`config.mk`:
```
export PLATFORM = sky130hd
export DESIGN_NAME = agc_ctrl
export DESIGN_NICKNAME = d
export VERILOG_FILES = /design/src/rtl/agc_ctrl.sv
export SDC_FILE = /design/constraint.sdc
export NUM_CORES = 1
export LEC_CHECK = 0
export BUFFER_PORTS_ARGS = -buffer_cell sky130_fd_sc_hd__buf_2
export CORE_UTILIZATION = 25
export CTS_BUF_LIST = sky130_fd_sc_hd__clkbuf_2 sky130_fd_sc_hd__clkbuf_4 sky130_fd_sc_hd__clkbuf_8
export CTS_CLUSTER_DIAMETER = 200
export CTS_CLUSTER_SIZE = 10
export DETAILED_ROUTE_END_ITERATION = 7
export HOLD_SLACK_MARGIN = 0.03
export PLACE_DENSITY = 0.51
export SLEW_MARGIN = 30
export SYNTH_ARGS = -nofsm -noshare
export SYNTH_HDL_FRONTEND = slang
export SYNTH_SLANG_ARGS = --single-unit
```
`constraint.sdc`:
```
create_clock -name clk -period 8.3 [get_ports clk]
set_clock_uncertainty 0.1 [all_clocks]
set_input_delay 0.83 -clock clk [delete_from_list [all_inputs] [get_ports clk]]
set_output_delay 0.83 -clock clk [all_outputs]
set_load 0.05 [all_outputs]
```
`src/rtl/agc_ctrl.sv`:
```
// agc_ctrl: acquisition/tracking sequencer for the AGC loop.
// Moves COARSE -> FINE -> LOCKED on runs of in-range estimates and falls back
// one level on runs of out-of-range estimates. COARSE+FINE time is bounded by
// an estimate-count timeout that parks the loop in FAIL. Every output comes
// from a flop loaded with the value that belongs to the next state.
module agc_ctrl #(
    parameter logic [1:0] COARSE_PRD  = 2'd0,
    parameter logic [1:0] FINE_PRD    = 2'd2,
    parameter logic [1:0] COARSE_STEP = 2'd3,
    parameter logic [1:0] FINE_STEP   = 2'd1,
    parameter logic [1:0] TRACK_STEP  = 2'd0
) (
    input  logic        clk,
    input  logic        reset,
    input  logic        agc_start,
    input  logic        agc_stop,
    input  logic        pwr_est_end,
    input  logic        agc_fix,
    input  logic [3:0]  coarse_cnt_th,
    input  logic [3:0]  lock_cnt_th,
    input  logic [3:0]  unlock_cnt_th,
    input  logic [15:0] timeout_th,
    output logic        agc_en,
    output logic [1:0]  pwr_est_prd,
    output logic [1:0]  pwm_step,
    output logic        agc_locked,
    output logic        agc_timeout,
    output logic [2:0]  agc_state
);

    typedef enum logic [2:0] {
        ST_IDLE   = 3'd0,
        ST_COARSE = 3'd1,
        ST_FINE   = 3'd2,
        ST_LOCKED = 3'd3,
        ST_FAIL   = 3'd4
    } state_t;

    state_t      state_q, state_d;
    logic [3:0]  hit_cnt_q, hit_cnt_d;
    logic [3:0]  miss_cnt_q, miss_cnt_d;
    logic [15:0] tmo_cnt_q, tmo_cnt_d;
    logic        skip_q, skip_d;

    logic        agc_en_q, agc_en_d;
    logic [1:0]  pwr_est_prd_q, pwr_est_prd_d;
    logic [1:0]  pwm_step_q, pwm_step_d;
    logic        agc_locked_q, agc_locked_d;
    logic        agc_timeout_q, agc_timeout_d;
    logic [2:0]  agc_state_q, agc_state_d;

    // Working values for the estimate being evaluated this cycle
    logic        tracking;
    logic        counted;
    logic [3:0]  hit_upd;
    logic [3:0]  miss_upd;
    logic [15:0] tmo_upd;
    logic [3:0]  coarse_th_eff;
    logic [3:0]  lock_th_eff;
    logic [3:0]  unlock_th_eff;
    logic        tmo_reached;
    logic        hit_coarse;
    logic        hit_lock;
    logic        miss_unlock;

    // Estimate qualification, saturating counter updates and threshold tests
    always_comb begin
        tracking = (state_q == ST_COARSE) || (state_q == ST_FINE) ||
                   (state_q == ST_LOCKED);
        // The first estimate after a state change straddles a period change,
        // so it only clears the skip flag and is not evaluated.
        counted  = tracking && pwr_est_end && !skip_q;

        if (agc_fix) begin
            hit_upd  = (hit_cnt_q == 4'hF) ? hit_cnt_q : hit_cnt_q + 4'd1;
            miss_upd = 4'd0;
        end else begin
            hit_upd  = 4'd0;
            miss_upd = (miss_cnt_q == 4'hF) ? miss_cnt_q : miss_cnt_q + 4'd1;
        end
        tmo_upd = (tmo_cnt_q == 16'hFFFF) ? tmo_cnt_q : tmo_cnt_q + 16'd1;

        // A zero threshold would be met without any hit; treat it as one.
        coarse_th_eff = (coarse_cnt_th == 4'd0) ? 4'd1 : coarse_cnt_th;
        lock_th_eff   = (lock_cnt_th   == 4'd0) ? 4'd1 : lock_cnt_th;
        unlock_th_eff = (unlock_cnt_th == 4'd0) ? 4'd1 : unlock_cnt_th;

        // timeout_th of zero disables the acquisition time limit
        tmo_reached = (timeout_th != 16'd0) && (tmo_upd >= timeout_th);
        hit_coarse  = hit_upd  >= coarse_th_eff;
        hit_lock    = hit_upd  >= lock_th_eff;
        miss_unlock = miss_upd >= unlock_th_eff;
    end

    // Next-state, counter and next-output computation
    always_comb begin
        state_d    = state_q;
        hit_cnt_d  = hit_cnt_q;
        miss_cnt_d = miss_cnt_q;
        tmo_cnt_d  = tmo_cnt_q;
        skip_d     = skip_q;

        if (tracking && pwr_est_end) begin
            skip_d = 1'b0;
        end
        if (counted) begin
            hit_cnt_d  = hit_upd;
            miss_cnt_d = miss_upd;
        end

        unique case (state_q)
            ST_IDLE: begin
                if (agc_start) begin
                    state_d   = ST_COARSE;
                    tmo_cnt_d = 16'd0;
                end
            end
            ST_COARSE: begin
                // Misses in COARSE only consume acquisition time
                if (counted) begin
                    tmo_cnt_d = tmo_upd;
                    if (tmo_reached) begin
                        state_d = ST_FAIL;
                    end else if (hit_coarse) begin
                        state_d = ST_FINE;
                    end
                end
            end
            ST_FINE: begin
                if (counted) begin
                    tmo_cnt_d = tmo_upd;
                    if (tmo_reached) begin
                        state_d = ST_FAIL;
                    end else if (hit_lock) begin
                        state_d   = ST_LOCKED;
                        tmo_cnt_d = 16'd0;
                    end else if (miss_unlock) begin
                        state_d = ST_COARSE;
                    end
                end
            end
            ST_LOCKED: begin
                // Acquisition timer is frozen while locked
                if (counted && miss_unlock) begin
                    state_d = ST_FINE;
                end
            end
            ST_FAIL: begin
                if (agc_start) begin
                    state_d   = ST_COARSE;
                    tmo_cnt_d = 16'd0;
                end
            end
            default: begin
                state_d = ST_IDLE;
            end
        endcase

        // Stop overrides start, estimates and timeout in the same cycle
        if (agc_stop) begin
            state_d   = ST_IDLE;
            tmo_cnt_d = tmo_cnt_q;
        end

        // Every state change restarts hit/miss runs and re-arms the skip
        if (state_d != state_q) begin
            hit_cnt_d  = 4'd0;
            miss_cnt_d = 4'd0;
            skip_d     = 1'b1;
        end

        agc_en_d      = 1'b0;
        pwr_est_prd_d = FINE_PRD;
        pwm_step_d    = FINE_STEP;
        agc_locked_d  = 1'b0;
        agc_timeout_d = 1'b0;
        agc_state_d   = state_d;

        unique case (state_d)
            ST_IDLE: begin
                agc_en_d = 1'b0;
            end
            ST_COARSE: begin
                agc_en_d      = 1'b1;
                pwr_est_prd_d = COARSE_PRD;
                pwm_step_d    = COARSE_STEP;
            end
            ST_FINE: begin
                agc_en_d      = 1'b1;
                pwr_est_prd_d = FINE_PRD;
                pwm_step_d    = FINE_STEP;
            end
            ST_LOCKED: begin
                agc_en_d      = 1'b1;
                pwr_est_prd_d = FINE_PRD;
                pwm_step_d    = TRACK_STEP;
                agc_locked_d  = 1'b1;
            end
            ST_FAIL: begin
                // Loop settings stay where acquisition gave up
                agc_en_d      = 1'b0;
                pwr_est_prd_d = pwr_est_prd_q;
                pwm_step_d    = pwm_step_q;
                agc_timeout_d = 1'b1;
            end
            default: begin
                agc_en_d = 1'b0;
            end
        endcase
    end

    // State, counters and registered outputs
    always_ff @(posedge clk or posedge reset) begin
        if (reset) begin
            state_q       <= ST_IDLE;
            hit_cnt_q     <= 4'd0;
            miss_cnt_q    <= 4'd0;
            tmo_cnt_q     <= 16'd0;
            skip_q        <= 1'b1;
            agc_en_q      <= 1'b0;
            pwr_est_prd_q <= FINE_PRD;
            pwm_step_q    <= FINE_STEP;
            agc_locked_q  <= 1'b0;
            agc_timeout_q <= 1'b0;
            agc_state_q   <= 3'd0;
        end else begin
            state_q       <= state_d;
            hit_cnt_q     <= hit_cnt_d;
            miss_cnt_q    <= miss_cnt_d;
            tmo_cnt_q     <= tmo_cnt_d;
            skip_q        <= skip_d;
            agc_en_q      <= agc_en_d;
            pwr_est_prd_q <= pwr_est_prd_d;
            pwm_step_q    <= pwm_step_d;
            agc_locked_q  <= agc_locked_d;
            agc_timeout_q <= agc_timeout_d;
            agc_state_q   <= agc_state_d;
        end
    end

    assign agc_en      = agc_en_q;
    assign pwr_est_prd = pwr_est_prd_q;
    assign pwm_step    = pwm_step_q;
    assign agc_locked  = agc_locked_q;
    assign agc_timeout = agc_timeout_q;
    assign agc_state   = agc_state_q;

endmodule
```
==> metrics <==
starting density of the core 0.256; RePlAce Congestion 0.826; category of the worst setup path capture point flip-flop; Post-DRT Antenna Nets 0; proportion of synthesized chip area in sequential cells 0.278; die width 113 um; Final period util 0.512; Port Buf Inserts 42; pin count of the biggest net entering global routing 35; share of flip-flops with an asynchronous set or reset 1.00; leading cell type in the layout, fill and taps excluded buf_2; count of pins over their slew limit 0; Die ar. 0.0127 mm2; power per standard cell area 129 mW/mm2; drc violations 1; post-CTS resize count 0; critical setup path kind flip-flop to flip-flop; most used cells in the layout excluding fill and tap cells 42 x buf_2, 35 x inv_1, 33 x nand2_1; clock tree from TritonCTS done; half-perimeter wire length of the detailed placement result 6390 um; Slew Limit Headroom 0.543; violated checks design-rule violations; detail-routed via count per cell 5.00; layout cell share with drive strength beyond 1 0.197; aggregate global routing overflow 0; DIE HEIGHT 113 um; total routing resource utilization after global routing 0.134; wire length of the first global-routing pass 13,600 um; fill cell count 1,294; number of buffers inserted during clock tree synthesis 5; worst-margin pin slew 0.684 ns; CP arrival 4.38 ns; number of hold violations in the final report 0; placeable core region 0.0120 mm2; Total Neg Setup Slack 0 ns; utilization after layout 0.297; number of warning messages in the yosys log 0; post-detailed-routing wire length 8030 um; max-cap violation count 0; leakage power summed over all cells 1.78 nW; worst endpoint required time 8.43 ns; cell count after synthesis 364; cell area after synthesis 0.00307 mm2; ports placed on the boundary 44; maximum vdd ir drop 0.0000552 V; synth-to-layout area growth 16.1%; maximum operating frequency 236 MHz; TritonCTS sink count 34; CTS root buf clkbuf_8; Final Net Count 470; vias in the first global route 2,770; type of origin of the critical path flip-flop; iteration count of the initial detailed-routing pass 6; number of antenna violations at the first check in global routing 0; routed length per placed instance 14.5 um; H-tree depth reported by CTS 2; number of distinct library cell variants in the gate-level netlist after synthesis 65; Cell Rows 40; ys flop type dfrtp_1; Inserted Diodes 0; outcome finished, violations left; average size of a mapped cell 8.44 um2; total via count in the routed design 2,765; clk_lat worst skew 0.30 ns; worst min-delay path category flip-flop to flip-flop; largest fanout on the critical path 8; number of buffers on the longest clock path 2; Post-CTS Repair Setup Buffers 0; min Tclk post-route 4.25 ns; multi-input combinational cell area 0.00204 mm2; number of synthesized flops with an enable pin 0; unrepaired setup endpoints after global routing no; Post-Syn Nets 429; flops & latches, synth 34; number of violations reported at the end of detailed-routing iteration 0 110; count of endpoints failing setup in the final report 0; Hold-fix buffers, CTS 0; Sequential Area 855 um2; CTS clk-pin slew, worst paths 0.08 ns
==> area by class of cell <==
class | count | area share
clock buffer | 5 | 0.0193
clock inverter | 3 | 0.0193
inverter | 35 | 0.0369
multi-input combinational | 286 | 0.572
sequential | 34 | 0.240
tap | 147 | 0.0516
timing repair buffer | 43 | 0.0611
==> stage by stage <==
step	worst slack [ns]	total power [mW]	instances	hold WS (ns)	instance area, um2
finish	4.05	0.460	553	0.358	3560
global route	3.68	0.484	553	0.388	3560
CTS	4.01	0.468	553	0.360	3560
detailed placement	4.05	0.273	545	0.347	3430
global placement	4.10	0.271	545	0.353	3430
floorplan	4.65	0.245	364	0.389	3070
==> power breakdown <==
group / total (mW) / internal, mW / switching [mW]
registers: 0.178 / 0.171 / 0.00677
logic: 0.0908 / 0.0347 / 0.0561
clock network: 0.192 / 0.120 / 0.0712
==> sequential cells by signal, summed over array words and instances, names as in the netlist, 2 cells and up <==
name / cells
pwm_step: 2
hit_cnt_q: 4
miss_cnt_q: 4
agc_state: 3
tmo_cnt_q: 16
==> worst max-delay path, cell delays in order (launching register included) <==
cell      delay [ns]
dfrtp_1         0.46
and4_1          0.28
nand4_1         0.25
or3_1           0.57
nand4_1         0.18
xnor2_1         0.10
ha_1            0.30
nand4_1         0.19
nor4_4          0.36
a311oi_4        0.17
a21oi_1         0.42
nand3_1         0.16
a31oi_1         0.42
a22o_1          0.21
==> metal layers <==
layer	vias to the layer above	track usage	part of all wire
met2	61	0.232	0.49
li1	1398	-	-
met3	8	0.0214	0.040
met1	1298	0.172	0.46
met5	-	0	0
met4	0	0.0356	0.010
==> logic make-up (layout without fill, tap and decap cells) <==
group | Yosys count | in the layout | synth area share
xor gates and xnor gates | 13 | 13 | 0.0371
DFF | 34 | 34 | 0.278
muxes | 9 | 9 | 0.0293
and+or+nand+nor | 145 | 145 | 0.264
adders and majority gates | 31 | 31 | 0.126
other | 1 | 1 | 0.00122
buffers and inverters | 44 | 86 | 0.0579
AOI/OAI and AO/OA | 87 | 87 | 0.206
==> synthesized netlist by cell type, types with 7 or more instances <==
library cell,count,area share
a21oi_1,15,0.024
o21ai_0,24,0.039
nor2_1,29,0.035
inv_1,35,0.043
a22o_1,7,0.020
ha_1,31,0.13
nand3_1,16,0.026
nand2_1,33,0.040
mux2i_1,9,0.029
dfrtp_1,31,0.25
nor3_1,10,0.016
nor4_1,7,0.014
xnor2_1,9,0.026
==> final timing paths <==
path	start	to	slack (ns)	cells past startpoint
min	pwm_step[0]	pwm_step[0]	0.36	2
max reg2reg	tmo_cnt_q[3]	pwm_step[1]	4.05	13
max in group asynchronous	reset	pwm_step[0]	7.21	3
max	tmo_cnt_q[3]	pwm_step[1]	4.05	13
min in group asynchronous	reset	agc_state[1]	0.54	3
min reg2reg	pwm_step[0]	pwm_step[0]	0.36	2
No activity file was read; power rests on OpenSTA's default activity.
